## config.mk

```make
export PLATFORM = sky130hd
export DESIGN_NAME = instr_fetch_unit
export DESIGN_NICKNAME = d
export VERILOG_FILES = /design/src/rtl/instr_fetch_unit.sv
export SDC_FILE = /design/constraint.sdc
export NUM_CORES = 1
export LEC_CHECK = 0
export CORE_MARGIN = 2
export CORE_UTILIZATION = 41
export CTS_CLUSTER_DIAMETER = 40
export CTS_CLUSTER_SIZE = 16
export DETAILED_ROUTE_END_ITERATION = 6
export PLACE_DENSITY = 0.82
export SYNTH_ARGS = -nofsm -noshare
export SYNTH_HDL_FRONTEND = slang
export SYNTH_SLANG_ARGS = --single-unit
export TNS_END_PERCENT = 10
```

## constraint.sdc

```tcl
create_clock -name clk -period 1.9 [get_ports clk]
set_input_delay 0.57 -clock clk [delete_from_list [all_inputs] [get_ports clk]]
set_output_delay 0.57 -clock clk [all_outputs]
set_load 0.03 [all_outputs]
```

## src/rtl/instr_fetch_unit.sv

```systemverilog
// ---------------------------------------------------------------------------
// instr_fetch_unit
//
// Fetch stage that sits directly in front of the instruction controller.
// It keeps the fetch PC, issues one read to instruction memory at a time,
// and presents each returned 16-bit instruction behind a valid/ready
// handshake. The instruction is also shown split into opcode and func
// fields. A one-cycle jump pulse redirects the fetch PC. It also squashes
// whatever instruction is being held or is still in flight at that moment.
//
// Ports
//   clk          in   1        single clock, all state on posedge
//   rst          in   1        synchronous, active-high reset
//   imem_req     out  1        read request, high for exactly one cycle per fetch
//   imem_addr    out  ADDR_W   read address, meaningful while imem_req=1
//   imem_rvalid  in   1        read data valid, at least one cycle after imem_req
//   imem_rdata   in   INSTR_W  read data, sampled while imem_rvalid=1
//   jump         in   1        one-cycle redirect pulse from the controller
//   jump_target  in   ADDR_W   redirect address, sampled while jump=1
//   instr_valid  out  1        instr/opcode/func/pc carry a live instruction
//   instr_ready  in   1        downstream accepts on instr_valid & instr_ready
//   instr        out  INSTR_W  registered instruction
//   opcode       out  4        instr[15:12]
//   func         out  8        instr[7:0]
//   pc           out  ADDR_W   address that instr was fetched from
//
// Operation
//   FETCH -> WAIT -> HOLD -> FETCH. With an immediate accept this gives
//   at most one instruction every three cycles. Only one read is ever
//   outstanding.
//
//   When a jump arrives while a read is outstanding, that read cannot be
//   cancelled. The squash flag marks its data to be thrown away when it
//   returns. The read of the redirected address is issued only after that.
//
//   INSTR_W must be 16, because the opcode and func fields sit at fixed bit
//   positions.
// ---------------------------------------------------------------------------
module instr_fetch_unit #(
  parameter int                ADDR_W   = 12,
  parameter int                INSTR_W  = 16,
  parameter logic [ADDR_W-1:0] RESET_PC = '0
) (
  input  logic               clk,
  input  logic               rst,
  output logic               imem_req,
  output logic [ADDR_W-1:0]  imem_addr,
  input  logic               imem_rvalid,
  input  logic [INSTR_W-1:0] imem_rdata,
  input  logic               jump,
  input  logic [ADDR_W-1:0]  jump_target,
  output logic               instr_valid,
  input  logic               instr_ready,
  output logic [INSTR_W-1:0] instr,
  output logic [3:0]         opcode,
  output logic [7:0]         func,
  output logic [ADDR_W-1:0]  pc
);

  typedef enum logic [1:0] {
    S_FETCH = 2'd0,  // issue a read at fetch_pc this cycle
    S_WAIT  = 2'd1,  // read outstanding, waiting for imem_rvalid
    S_HOLD  = 2'd2   // instruction presented, waiting for the handshake
  } state_t;

  state_t              state_q;
  state_t              state_d;

  logic [ADDR_W-1:0]   fetch_pc_q;
  logic                squash_q;      // outstanding read belongs to a dead path
  logic                req_en_q;      // low for the first cycle after reset
  logic                instr_valid_q;
  logic [INSTR_W-1:0]  instr_q;
  logic [ADDR_W-1:0]   pc_q;

  // Decoded control strobes for the datapath registers.
  logic                capture;       // latch returned data as a live instruction
  logic                accept;        // downstream handshake completes
  logic                drop;          // held instruction discarded by a jump
  logic                squash_set;
  logic                squash_clr;

  // -------------------------------------------------------------------------
  // State register
  // -------------------------------------------------------------------------
  // NOTE: every clocked block uses non-blocking assignments. Then all
  // registers sample the values that existed before the edge, whatever order
  // the blocks are evaluated in.
  always_ff @(posedge clk) begin
    if (rst) begin
      state_q <= S_FETCH;
    end else begin
      state_q <= state_d;
    end
  end

  // -------------------------------------------------------------------------
  // Next-state logic
  // -------------------------------------------------------------------------
  // A jump changes the flow only where it must:
  //   - In FETCH the request goes out anyway, so the FSM still moves to WAIT.
  //   - In WAIT, returning data (squashed or not) always sends the FSM back
  //     to FETCH.
  //   - In HOLD the held instruction is dropped.
  // NOTE: each combinational block assigns its default first. Then every path
  // through the block drives every output, and no latch can be inferred.
  always_comb begin
    state_d = state_q;
    unique case (state_q)
      S_FETCH: begin
        // The cycle straight after reset release is idle; the first request
        // goes out one cycle later.
        if (req_en_q) begin
          state_d = S_WAIT;
        end
      end
      S_WAIT: begin
        if (imem_rvalid) begin
          state_d = (jump || squash_q) ? S_FETCH : S_HOLD;
        end
      end
      S_HOLD: begin
        if (jump || instr_ready) begin
          state_d = S_FETCH;
        end
      end
      default: state_d = S_FETCH;
    endcase
  end

  // -------------------------------------------------------------------------
  // Output / control decode
  // -------------------------------------------------------------------------
  always_comb begin
    imem_req   = 1'b0;
    imem_addr  = fetch_pc_q;
    capture    = 1'b0;
    accept     = 1'b0;
    drop       = 1'b0;
    squash_set = 1'b0;
    squash_clr = 1'b0;
    unique case (state_q)
      S_FETCH: begin
        imem_req = req_en_q;
        // A jump here cannot stop the read that is going out now, so its
        // data must be thrown away when it returns. If no request is going
        // out (idle cycle after reset), there is nothing to squash.
        squash_set = jump && req_en_q;
      end
      S_WAIT: begin
        if (imem_rvalid) begin
          // Data from a squashed read, or data arriving together with a
          // jump, is dead. Returning data always ends the outstanding read.
          capture    = !squash_q && !jump;
          squash_clr = 1'b1;
        end else begin
          squash_set = jump;
        end
      end
      S_HOLD: begin
        accept = instr_ready && !jump;
        drop   = jump;
      end
      default: begin
        imem_req = 1'b0;
      end
    endcase
  end

  // -------------------------------------------------------------------------
  // Datapath registers
  // -------------------------------------------------------------------------
  // NOTE: the instruction and pc registers are reset as well as the control
  // state. Downstream then sees a defined zero value before the first
  // instruction, not whatever the flops powered up with.
  always_ff @(posedge clk) begin
    if (rst) begin
      fetch_pc_q    <= RESET_PC;
      squash_q      <= 1'b0;
      req_en_q      <= 1'b0;
      instr_valid_q <= 1'b0;
      instr_q       <= '0;
      pc_q          <= '0;
    end else begin
      req_en_q <= 1'b1;

      // The jump target is used exactly, with no increment. The increment
      // wraps silently at the top of the address space.
      if (jump) begin
        fetch_pc_q <= jump_target;
      end else if (capture) begin
        fetch_pc_q <= fetch_pc_q + ADDR_W'(1);
      end

      if (squash_clr) begin
        squash_q <= 1'b0;
      end else if (squash_set) begin
        squash_q <= 1'b1;
      end

      if (capture) begin
        instr_valid_q <= 1'b1;
        instr_q       <= imem_rdata;
        pc_q          <= fetch_pc_q;
      end else if (accept || drop) begin
        instr_valid_q <= 1'b0;
      end
    end
  end

  // -------------------------------------------------------------------------
  // Instruction outputs
  // -------------------------------------------------------------------------
  assign instr_valid = instr_valid_q;
  assign instr       = instr_q;
  assign pc          = pc_q;
  assign opcode      = instr_q[15:12];
  assign func        = instr_q[7:0];

endmodule

```

# Word level (Yosys, flattened, before mapping)
# Cells that the tools add are included.
dict set report totals {
  reg_bits 45
  latch_bits 0
  ramBits 0
  romBits 0
  output_inout_bits 54
  word_cells 45
  mem_count 0
}
dict set report classes {
  addsub 1
  mul 0
  n_div 0
  n_lt_le_gt_ge 0
  n_eq_ne 5
  shift 0
  muxes 19
  bitwise 0
  reduce_logical 13
}
# cell n
set op_table {}
lappend op_table {{12-bit two-way mux} 2}
lappend op_table {{12-bit by 1-bit adder with 12-bit output (second input constant)} 1}
lappend op_table {{1-bit two-way mux} 11}
lappend op_table {{2-bit two-way mux} 4}
lappend op_table {{2-bit inequality test (second input constant)} 3}
lappend op_table {{2-bit one-hot mux with 3 select lines} 1}
lappend op_table {{2-bit nonzero test} 2}
lappend op_table {{1-bit logical AND} 3}
lappend op_table {{1-bit logical OR} 3}
lappend op_table {{3-bit AND reduction} 1}
lappend op_table {{2-bit by 1-bit equality test with 1-bit output (second input constant)} 1}
lappend op_table {{2-bit equality test (second input constant)} 1}
lappend op_table {{1-bit zero test} 2}
lappend op_table {{2-bit zero test} 1}
lappend op_table {{1-bit one-hot mux with 2 select lines} 1}
lappend op_table {{2-bit OR reduction} 1}

# Longest topological paths before layout
dict set report depth {
  depth_word 6
  mapped_depth 6
}

# Worst setup path before layout
# Ideal clock, no wire load.
dict set report synth_timing {
  kind {reg-to-reg}
  start {reg fetch_pc_q[0] (netlist: imem_addr[0])}
  end {reg fetch_pc_q[10] (netlist: imem_addr[10])}
  setup_time_ns 0.086
  arrival_ns 1.549
  slack_ns 0.265
  path_stages_with_launch 6
  path_buffers 0
  synth_period_minus_slack_ns 1.635
  path_cell_list {dfxtp_1 -> ha_1 -> nand3_1 -> nor4_2 -> xnor2_1 -> a211oi_1}
}
dict set report synth_between {
  elab_chain_cells 3
}
# item line_no
set synth_lines {}
lappend synth_lines {{start, declared} 69} ;# logic [ADDR_W-1:0] fetch_pc_q;
lappend synth_lines {{start signal, assigned} 190} ;# fetch_pc_q <= jump_target;
lappend synth_lines {{start signal, assigned} 192} ;# fetch_pc_q <= fetch_pc_q + ADDR_W'(1);
lappend synth_lines {{12-bit by 1-bit adder with 12-bit output} 192}
lappend synth_lines {{12-bit two-way mux} 191} ;# end else if (capture) begin
lappend synth_lines {{12-bit two-way mux} 189} ;# if (jump) begin
# Every way passes these cells. The select of a mux whose other input is x is not followed.
# A chain may end at the register's enable or synchronous reset.

# Worst setup path after layout
dict set report layout_timing {
  start {reg fetch_pc_q[5] (netlist: imem_addr[5])}
  end {out imem_addr[5]}
}
# item line_no
set layout_lines {}
lappend layout_lines {{end, declared} 47} ;# output logic [ADDR_W-1:0] imem_addr,
# No word-level cell between the ends.

==> flow_summary.yaml <==
placed_design:
  dp_hpwl_mm: 3.64
  dp.cells: 367
  place_worst_setup_slack_ns: -0.255
  dpl_cell_area_sq_mm: 0.00286
  port_buffers: 86
  gp_congestion: 0.814
timing:
  finalCritPeriodShare_pct: 98.8
  fmax_mhz: 533
  tns_ns: 0
  hold_viol_final: 0
  fin_worst_skew_ns: 0.00567
  worst_pin_slew_ns: 0.352
  fin_worst_hold_slack_ns: 0.451
  setup_viol: 0
  max_slew_margin_pct: 76.5
  min_period_ns: 1.88
  setup_slack_ns: 0.0230
  maxSlewViolCount: 0
final_layout:
  ff_latch_area_sq_um: 901
  utilization_pct: 68.9
  fin_cells: 374
  fillers: 374
  drive_gt1_share_pct: 10.9
  antenna_cells: 0
  fin_area_sq_mm: 0.00304
  area_delta_synth_final_pct: 58.8
  multiInputGateArea_sq_um: 865
  nets: 356
routing:
  drt-wirelength-per-cell_um: 13.4
  drt_iter0_drc: 64
  drc: 0
  drtAntennaViolNets: 0
  drtPass1Iterations: 4
  drt_wl_total_mm: 5.01
  vias_per_cell: 5.03
  vias: 1883
yosys:
  syn_area_sq_mm: 0.00191
  synth_top_family_by_area: "simple AND/OR/NAND/NOR gates"
  avgSynthCellArea_sq_um: 8.15
  synth_nets: 269
  synth_compound_area_share_pct: 14.5
  yosysSeqAreaShare_pct: 47.1
  ys_ff_latch: 45
  muxShareOfSynthArea_pct: 0.523
  synth-simple-area-share_pct: 24.6
  synthXorXnorAreaFrac_pct: 3.66
  yosys_warnings: 0
  synthCells: 235
  synthAdderAreaFrac_pct: 0.654
  synth_cell_types: 32
  synth_edf_count: 0
  synthFlopType: "dfxtp_1"
  synthArstFlopShare_pct: 0
critical_path:
  crit_slowest_cell: "clkdlybuf4s50_1"
  critPathBufInv: 1
  critPathArrivalTime_ns: 1.31
  startpoint: "imem_addr[5]"
  cp_max_fo: 2
  path_cells: "clkdlybuf4s50_1"
  r2r-start: "imem_addr[0]"
  critical-path-top-delay-family: "buffers and inverters"
  crit_type: "flop to primary output"
  startpoint_type: "flop"
  cp-end-kind: "primary output"
  crit_required_ns: 1.33
  slowest_delay_ns: 0.67
  crit_cells: 1
  reg2reg_depth: 6
power:
  switchingPower_mw: 0.519
  sequentialPowerShare_pct: 48.7
  cellPowerDensity_mw_per_mm2: 674
  intPower_mw: 1.53
  combPwrFrac_pct: 17.7
  total_power_mw: 2.05
  p_clk_share_pct: 33.5
  ir_worst_vdd_uv: 409
  switching_share_pct: 25.3
  p_leak_nw: 1.72
clock_network:
  cts.sinks: 45
  path_clk_slew_ns: 0.08
  cts_buffers: 5
  cts-htree-levels: 2
  cts_tree: "yes"
  cts_resized: 20
  clockBufferDepth: 2
  cts.hold.buffers_added: 0
  root_buffer: "clkbuf_8"
  insertion_delay_ns: 0.30
  postCtsSetupBuffers: 0
global_routing:
  grt_pass1_wl_mm: 7.73
  track_usage_pct: 19.1
  grt_max_degree: 28
  antenna_found_initial: 0
  grt-ovfl-total: 0
  grt_pass1_vias: 1745
floorplanning:
  coreArea_sq_mm: 0.00441
  die_height_um: 72.3
  boundaryPins: 87
  initial_utilization_pct: 43.4
  rows: 24
  die_w_um: 72.3
  dieArea_sq_mm: 0.00523
min_path:
  worstHoldStart: "instr[8]"
  holdCritPathClass: "flop to flop"
  hold_path_depth: 2
job:
  maxCapViolCount: 0
status:
  run_status: "finished, final reports clean"
==> synthesized netlist by cell type, types with 2 or more instances <==
| library cell | instances | area (sq um) |
|---|---|---|
| nand2_1 | 63 | 236 |
| dfxtp_1 | 45 | 901 |
| a21oi_1 | 32 | 160 |
| nor2_1 | 15 | 56.3 |
| buf_4 | 12 | 90.1 |
| clkbuf_1 | 7 | 26.3 |
| xnor2_1 | 7 | 61.3 |
| a211oi_1 | 6 | 45.0 |
| buf_2 | 5 | 25.0 |
| o21ai_0 | 5 | 25.0 |
| inv_1 | 4 | 15.0 |
| a311oi_1 | 3 | 26.3 |
| nand2b_1 | 3 | 18.8 |
| nand3_1 | 3 | 15.0 |
| nand4_1 | 3 | 18.8 |
| nor3_2 | 3 | 30.0 |
| nor3_1 | 2 | 10.0 |
| nor4_2 | 2 | 25.0 |
| or3_1 | 2 | 12.5 |
==> layout make-up <==
type,instances,area share [%]
Clock buffer,5,2.26
Clock inverter,2,1.15
Inverter,4,0.494
Multi-Input combinational cell,160,28.4
Sequential cell,45,29.6
Tap cell,52,2.14
Timing Repair Buffer,106,35.9
==> path summary, 6_finish.rpt <==
| path | slack, ns | end |
|---|---|---|
| hold reg to reg | 0.45 | instr[8] |
| setup reg to reg | 0.30 | imem_addr[10] |
| hold / removal | 0.45 | instr[8] |
| setup / recovery | 0.02 | imem_addr[5] |
==> state kept, by name (all words and copies together) (netlist names) <==
| signal | cells |
|---|---|
| imem_addr | 12 |
| instr | 16 |
| instr_valid | 1 |
| pc | 12 |
| req_en_q | 1 |
| squash_q | 1 |
| state_q | 2 |
==> logic make-up after synthesis <==
| group | Yosys count |
|---|---|
| AO/OA/AOI/OAI | 48 |
| XOR/XNOR | 8 |
| adder cells (fa/ha/maj) | 1 |
| buffers and inverters | 30 |
| flip-flops | 45 |
| multiplexers | 1 |
| AND/OR/NAND/NOR | 102 |
==> cell usage in the layout (no fill, tap or decap), types with 2 or more instances in the layout <==
cell type	n
dfxtp_1	45
nor3_2	3
dlygate4sd2_1	20
dlymetal6s2s_1	32
o21ai_0	5
nor2_1	15
buf_12	2
clkdlybuf4s50_1	34
a311oi_1	3
inv_1	4
nand3_1	3
buf_4	18
xnor2_1	7
or3_1	2
nand2_1	63
nand2b_1	3
nor4_4	2
a21oi_1	32
a211oi_1	5
clkbuf_8	5
nand4_1	3
nor3_1	2
==> power by group through the flow <==
stage          sequential [mW]  clock, mW  combinational, mW
2_1_floorplan             1.09          0              0.118
3_3_place_gp              1.02          0              0.370
3_5_place_dp              1.02          0              0.374
4_1_cts                  0.999      0.703              0.363
5_1_grt                   1.00      0.744              0.388
6_report                 0.999      0.688              0.363
==> per-layer routing <==
layer	up-vias	track usage, %	part of all wire, %
met5	-	0	0
met4	0	7.55	1.3
met3	5	5.28	7.2
met2	71	33.0	50
met1	864	22.4	42
li1	943	-	-
(Power assumes the default switching activity.)
